===== src/rtl/piso_pkg.sv =====
// -----------------------------------------------------------------------------
// piso_pkg
//   Shared types and helpers for the piso_sequencer block.
//   - piso_state_t : sequencer FSM states
//   - cnt_width()  : width of a counter that runs 0 .. n-1 (at least 1 bit)
// -----------------------------------------------------------------------------
package piso_pkg;

  typedef enum logic [1:0] {
    IDLE  = 2'd0,
    SHIFT = 2'd1,
    DONE  = 2'd2
  } piso_state_t;

  // A one-state counter still needs one physical bit, so the width never
  // drops below 1 even though $clog2(1) is 0.
  function automatic int cnt_width(input int n);
    return (n <= 2) ? 1 : $clog2(n);
  endfunction

endpackage


===== src/rtl/piso_sequencer_shiftn.sv =====
// -----------------------------------------------------------------------------
// shiftn
//   WIDTH-bit parallel-load shift register, shifting toward bit 0.
//   Ports:
//     Clock  in   rising-edge clock
//     Resetn in   asynchronous active-low reset (clears Q)
//     R      in   parallel load value
//     L      in   load enable (priority over E)
//     E      in   shift enable
//     w      in   value entering the MSB on a shift
//     Q      out  register contents
// -----------------------------------------------------------------------------
module shiftn #(
  parameter int WIDTH = 4
) (
  input  logic             Clock,
  input  logic             Resetn,
  input  logic [WIDTH-1:0] R,
  input  logic             L,
  input  logic             E,
  input  logic             w,
  output logic [WIDTH-1:0] Q
);

  // NOTE: sequential state uses non-blocking assignments so every flop
  // samples the pre-edge values regardless of process ordering.
  always_ff @(posedge Clock or negedge Resetn) begin
    if (!Resetn) begin
      Q <= '0;
    end else if (L) begin
      Q <= R;
    end else if (E) begin
      Q <= {w, Q[WIDTH-1:1]};
    end
  end

endmodule


===== src/rtl/piso_sequencer.sv =====
// -----------------------------------------------------------------------------
// piso_sequencer
//   Parallel-in / serial-out transmitter. Accepts a WIDTH-bit word over a
//   valid/ready handshake and sends it LSB-first, each bit held for
//   CLKS_PER_BIT cycles, then pulses done for one cycle.
//   Ports:
//     Clock      in   rising-edge clock
//     Resetn     in   asynchronous active-low reset
//     in_valid   in   producer has a word on in_data
//     in_data    in   word to transmit (sampled only on the accept edge)
//     in_ready   out  sequencer can accept a word (IDLE)
//     abort      in   synchronous cancel of the current transfer (SHIFT only)
//     ser_out    out  serial data (register bit 0)
//     ser_valid  out  ser_out carries a valid bit (SHIFT)
//     busy       out  transfer in progress (SHIFT or DONE)
//     done       out  one-cycle pulse after the last bit
//   All outputs are decoded from registered state only.
// -----------------------------------------------------------------------------
module piso_sequencer
  import piso_pkg::*;
#(
  parameter int   WIDTH        = 4,
  parameter int   CLKS_PER_BIT = 1,
  parameter logic FILL         = 1'b0
) (
  input  logic             Clock,
  input  logic             Resetn,
  input  logic             in_valid,
  input  logic [WIDTH-1:0] in_data,
  output logic             in_ready,
  input  logic             abort,
  output logic             ser_out,
  output logic             ser_valid,
  output logic             busy,
  output logic             done
);

  localparam int BW = cnt_width(WIDTH);
  localparam int PW = cnt_width(CLKS_PER_BIT);

  localparam logic [BW-1:0] BIT_LAST    = BW'(WIDTH - 1);
  localparam logic [PW-1:0] PERIOD_LAST = PW'(CLKS_PER_BIT - 1);

  piso_state_t     state_q, state_d;
  logic [BW-1:0]   bit_cnt_q, bit_cnt_d;
  logic [PW-1:0]   per_cnt_q, per_cnt_d;
  logic            load, shift_en;
  logic [WIDTH-1:0] q;

  shiftn #(.WIDTH(WIDTH)) u_shiftn (
    .Clock  (Clock),
    .Resetn (Resetn),
    .R      (in_data),
    .L      (load),
    .E      (shift_en),
    .w      (FILL),
    .Q      (q)
  );

  always_ff @(posedge Clock or negedge Resetn) begin
    if (!Resetn) begin
      state_q   <= IDLE;
      bit_cnt_q <= '0;
      per_cnt_q <= '0;
    end else begin
      state_q   <= state_d;
      bit_cnt_q <= bit_cnt_d;
      per_cnt_q <= per_cnt_d;
    end
  end

  // NOTE: every signal driven here gets a default first, so no path through
  // the case statement can leave one unassigned and infer a latch.
  always_comb begin
    state_d   = state_q;
    bit_cnt_d = bit_cnt_q;
    per_cnt_d = per_cnt_q;
    load      = 1'b0;
    shift_en  = 1'b0;

    unique case (state_q)
      IDLE: begin
        if (in_valid) begin
          load      = 1'b1;
          bit_cnt_d = '0;
          per_cnt_d = '0;
          state_d   = SHIFT;
        end
      end

      SHIFT: begin
        // Abort takes priority over end-of-bit handling, including the final
        // bit, and freezes the register where it is.
        if (abort) begin
          state_d = IDLE;
        end else if (per_cnt_q == PERIOD_LAST) begin
          per_cnt_d = '0;
          if (bit_cnt_q == BIT_LAST) begin
            // Last bit leaves the register unshifted; nothing follows it.
            state_d = DONE;
          end else begin
            shift_en  = 1'b1;
            bit_cnt_d = bit_cnt_q + BW'(1);
          end
        end else begin
          per_cnt_d = per_cnt_q + PW'(1);
        end
      end

      DONE: begin
        state_d = IDLE;
      end

      default: begin
        state_d = IDLE;
      end
    endcase
  end

  assign in_ready  = (state_q == IDLE);
  assign ser_valid = (state_q == SHIFT);
  assign busy      = (state_q != IDLE);
  assign done      = (state_q == DONE);
  assign ser_out   = q[0];

endmodule


===== config.mk =====
export PLATFORM = sky130hd
export DESIGN_NAME = piso_sequencer
export DESIGN_NICKNAME = d
export VERILOG_FILES = /design/src/rtl/piso_pkg.sv /design/src/rtl/piso_sequencer_shiftn.sv /design/src/rtl/piso_sequencer.sv
export SDC_FILE = /design/constraint.sdc
export NUM_CORES = 1
export LEC_CHECK = 0
export ABC_AREA = 1
export CAP_MARGIN = 20
export CORE_AREA = 2 2 39 41
export CTS_CLUSTER_SIZE = 14
export DETAILED_ROUTE_END_ITERATION = 8
export DIE_AREA = 0 0 41 43
export PLACE_DENSITY = 0.6
export SETUP_SLACK_MARGIN = 0.4
export SLEW_MARGIN = 20
export SYNTH_ARGS = -nofsm -noshare
export SYNTH_HDL_FRONTEND = slang
export SYNTH_HIERARCHICAL = 1
export SYNTH_SLANG_ARGS = --single-unit

===== constraint.sdc =====
create_clock -name Clock -period 1.45 [get_ports Clock]
set_clock_uncertainty 0.15 [all_clocks]
set_input_delay 0.29 -clock Clock [delete_from_list [all_inputs] [get_ports Clock]]
set_output_delay 0.29 -clock Clock [all_outputs]
set_load 0.02 [all_outputs]

== Word-level counts from Yosys, hierarchy flattened ==
Index checks and enable logic that the tools add are counted.

* Add/sub/neg operators: 2
* Eq/ne operators: 9
* Mux-type cells: 22
* Reductions and logical operators: 7

{| class="wikitable"
|+ Operators by type and width
! cell !! count
|-
| $mux W2 || 8
|-
| $mux W1 || 9
|-
| $mux W4 || 2
|-
| $ne A2 B2 Y1 const B || 4
|-
| $pmux W2 S2 || 2
|-
| $reduce_and A3 Y1 || 2
|-
| $reduce_bool A2 Y1 || 3
|-
| $reduce_and A5 Y1 || 1
|-
| $eq A2 B2 Y1 const B || 2
|-
| $ne A3 B2 Y1 const B || 1
|-
| $ne A3 B3 Y1 const B || 1
|-
| $add A2 B1 Y2 const B || 1
|-
| $eq A2 B1 Y1 const B || 1
|-
| $logic_not A2 Y1 || 1
|-
| $pmux W1 S2 || 1
|-
| $add A1 B1 Y1 const B || 1
|}

* Register bits after elaboration: 9
* Input bits: 8
* Output and inout bits: 5
* Word-level logic and storage cells: 44

== Logic depth before layout (Yosys ltp) ==
* Depth after elaboration: 7
* Depth in mapped cells: 7
* Mapped depth without buffers: 7

== By module ==
Netlist, hierarchy kept.

{| class="wikitable"
|+ Modules (own cells, without submodules)
! module !! instances !! cells each !! area an instance (um2) !! seq. area each (um2)
|-
| piso_sequencer || 1 || 27 || 231.5 || 100.1
|-
| shiftn || 1 || 22 || 177.7 || 100.1
|}

== Worst setup path after synthesis ==
OpenSTA, ideal clock, no wires.

* Path kind: reg-to-reg
* From: register state_q[0]
* To: register u_shiftn.Q[0]
* Setup time: 0.124 ns
* Data arrival time: 1.146 ns
* Data required time: 1.176 ns
* Setup slack: 0.030 ns
* Stages on the path, launching flop included: 7
* Buffers on the path: 0
* Period minus slack after synthesis: 1.420 ns
* Path through: dfrtp_1 nor2_2 nand2_4 inv_1 inv_1 nand3_1 nand3_1

* Cells in the longest elaborated chain, start to end: 3
* Elaborated cells between the ends (all ways): 6
* Classes of those cells: eq/ne (1); mux (3); reduce/logical (2)

{| class="wikitable"
|+ RTL lines
! element !! RTL line !! RTL
|-
| from (decl) || piso_sequencer.sv:44 || <nowiki>piso_state_t state_q, state_d;</nowiki>
|-
| from (signal assigned) || piso_sequencer.sv:66 || <nowiki>state_q <= state_d;</nowiki>
|-
| $logic_not A2 Y1 (*) || - ||
|-
| named net in_ready || piso_sequencer.sv:30 || <nowiki>output logic in_ready,</nowiki>
|-
| $mux W1 (*) || piso_sequencer.sv:81 || <nowiki>unique case (state_q)</nowiki>
|-
| named net load || piso_sequencer.sv:47 || <nowiki>logic load, shift_en;</nowiki>
|-
| $mux W4 or $reduce_bool A2 Y1 (tied branches) || - ||
|-
| to (signal assigned) || piso_sequencer_shiftn.sv:33 || <nowiki>Q <= {w, Q[WIDTH-1:1]};</nowiki>
|-
| to (decl) || piso_sequencer_shiftn.sv:22 || <nowiki>output logic [WIDTH-1:0] Q</nowiki>
|}

The timed path passes the listed nets; every way through them passes the cells marked *.
A chain may end at the register's enable or synchronous reset.

== Final worst setup path ==
* From: register state_q[1]
* To: output port busy

* Cells in the longest elaborated chain, start to end: 1

{| class="wikitable"
|+ RTL lines
! element !! RTL line !! RTL
|-
| $reduce_bool A2 Y1 || piso_sequencer.sv:122 || <nowiki>assign busy = (state_q != IDLE);</nowiki>
|-
| to (decl) || piso_sequencer.sv:34 || <nowiki>output logic busy,</nowiki>
|}

No other way between the ends.

==> flow_metrics.tcl <==
set metrics [dict create \
    finalWeightedCongestion 0.652 \
    drv_slew 0 \
    dpl.hpwl_um 682 \
    max_cap_violations 0 \
    end_kind "output port" \
    numCtsBuffers 3 \
    rsz0062_at_grt "true" \
    num_vias 408 \
    status "completed" \
    syn_area_per_cell_sq_um 8.35 \
    regArea_sq_um 203 \
    antenna_found_initial 0 \
    first_pass_iters 4 \
    avgViaCountPerCell 4.39 \
    initial_core_util_pct 29.6 \
    io_buffers 12 \
    setup_viol 0 \
    cpPeakStageDelay_ps 450 \
    finalNonFillerCells 93 \
    critPathMaxFanout 4 \
    cts_tree "built" \
    grt.total_usage_pct 12.8 \
    drc 0 \
    grt_pass1_vias 403 \
    post-synth-top-count-cell "nand2_1" \
    die_w_um 41 \
    ys_seq_area_share_pct 48.9 \
    fin_hold_ws_ps 165 \
    crit_chain "nor2_4 > inv_2 > buf_6" \
    wl_um 885 \
    period_share_pct 98.4 \
    holdBufCountCts 0 \
    clk_latency_ps 250 \
    synth_top_cell_by_area "dfrtp_1" \
    yosysTopAreaCellShare_pct 48.9 \
    grt_max_degree 9 \
    synthesis.instances 49 \
    core.rowCount 14 \
    final.min_clock_period_ps 1430 \
    cp.required_ps 1010 \
    synthTopCellsByArea "dfrtp_1, nand3_1, nand2_1" \
    vdd_ir_drop_max_mv 0.740 \
    synth_seq_cells 8 \
    cts.sinks 8 \
    grt_pass1_wl_um 1520 \
    clock_tree.buffer_depth 2 \
    min_path_type "in -> async" \
    synth_fp_nets 58 \
    ys_top_cells_by_count "nand2_1, nand3_1, dfrtp_1" \
    ff2ff_setup_slack_ps 70 \
    dpl.cell_count 87 \
    drt.antenna.violating_nets 0 \
    yosysUniqueCellTypes 14 \
    fillers 147 \
    p_leak_nw 0.353 \
    hold_violations 0 \
    drt_iter0_drc 4 \
    core_area_sq_um 1380 \
    wl_per_cell_um 9.52 \
    cts_root_buf "clkbuf_4" \
    clkTransAtPathRegs_ps 60 \
    ioPinCount 13 \
    ys.flop_type "dfrtp_1" \
    ys_warn_count 6 \
    synth_edf_count 0 \
    overflow 0 \
    syn_area_sq_um 409 \
    slowest_stage "dfrtp_2" \
    die-area_sq_um 1760 \
    max_freq_ghz 0.701 \
    critPathKind "reg -> out" \
    cp-start-kind "register" \
    powerDensity_nw_per_um2 1630 \
    final_nets 87 \
    htreeDepth 1 \
    die_h_um 43 \
    synthArstFlopShare_pct 100 \
    arrival_ps 990 \
    area_growth_pct 72.2 \
    antenna_cells 0 \
    drive_above_1_share_pct 46.8 \
    multi_input_area_sq_um 211 \
]
final cells by class:
| class | count | share of cell area [%] |
|---|---|---|
| Multi-Input combinational cell | 34 | 30.0 |
| Timing Repair Buffer | 24 | 30.2 |
| Sequential cell | 8 | 28.8 |
| Clock buffer | 4 | 3.73 |
| Inverter | 7 | 4.44 |
| Tap cell | 16 | 2.84 |
critical path: cells and delay by family, from the launching register on:
kind | cells | cell delay (ps)
buf+inv | 2 | 160
flops | 1 | 450
simple gates | 1 | 120
repair_timing:
action / 4_1_cts / 5_1_grt
resized for setup: 32 / 4
gates cloned: 0 / 0
pin swaps: 2 / 1
buffers inserted: 2 / 0
setup endpoints to repair: 13 / 13
metrics by stage:
step                      util (%)  power [mW]  setup slack (ps)  cell area (sq um)  TNS, ps
final                         50.9        1.15              22.7                704        0
after global routing          50.9        1.26             -35.1                704    -86.3
after CTS                     50.0        1.15              14.8                692        0
after detailed placement      46.7       0.895              -167                646     -813
after global placement        46.7       0.884              -159                646     -763
after floorplan                  -       0.648               177                430        0
sequential cells by signal (all words and copies together), names as in the netlist:
name / flops
u_shiftn/Q: 4
bit_cnt_q: 2
state_q: 2
cell usage in the layout, fill, tap and decap left out, drive strengths merged:
cell,synthesis,final
dfrtp,8,8
nor2,6,6
buf,0,17
nor3b,1,1
nand3,10,10
nand4,2,2
clkbuf,0,4
inv,7,7
clkdlybuf4s50,0,7
ha,1,1
nand2,13,13
conb,1,1
routing by layer:
layer  wire (um)  track usage [%]
met3          62             3.14
met5           0                0
met2         448             19.4
met4           0             6.00
met1         374             16.3
cell families (layout without fill, tap and decap cells):
| group | after synthesis | count (layout) | share of synthesized area, % |
|---|---|---|---|
| simple gates | 32 | 32 | 40.7 |
| flops | 8 | 8 | 48.9 |
| buf+inv | 7 | 35 | 6.42 |
| other cells | 1 | 1 | 0.917 |
| fa+ha+maj | 1 | 1 | 3.06 |
power breakdown:
group,internal (mW),total (mW),switching (mW)
Sequential,0.316,0.387,0.0707
Combinational,0.309,0.582,0.273
Clock,0.105,0.183,0.0772
Total,0.731,1.15,0.421
worst paths after layout:
path | start | to | cells past startpoint
max | state_q[1] | busy | 3
min | Resetn | bit_cnt_q[1] | 1
max reg2reg | state_q[1] | u_shiftn/Q[2] | 8
min reg2reg | u_shiftn/Q[2] | u_shiftn/Q[2] | 2
max in group asynchronous | Resetn | state_q[0] | 1
min in group Clock | u_shiftn/Q[2] | u_shiftn/Q[2] | 2
(Power assumes the default switching activity.)
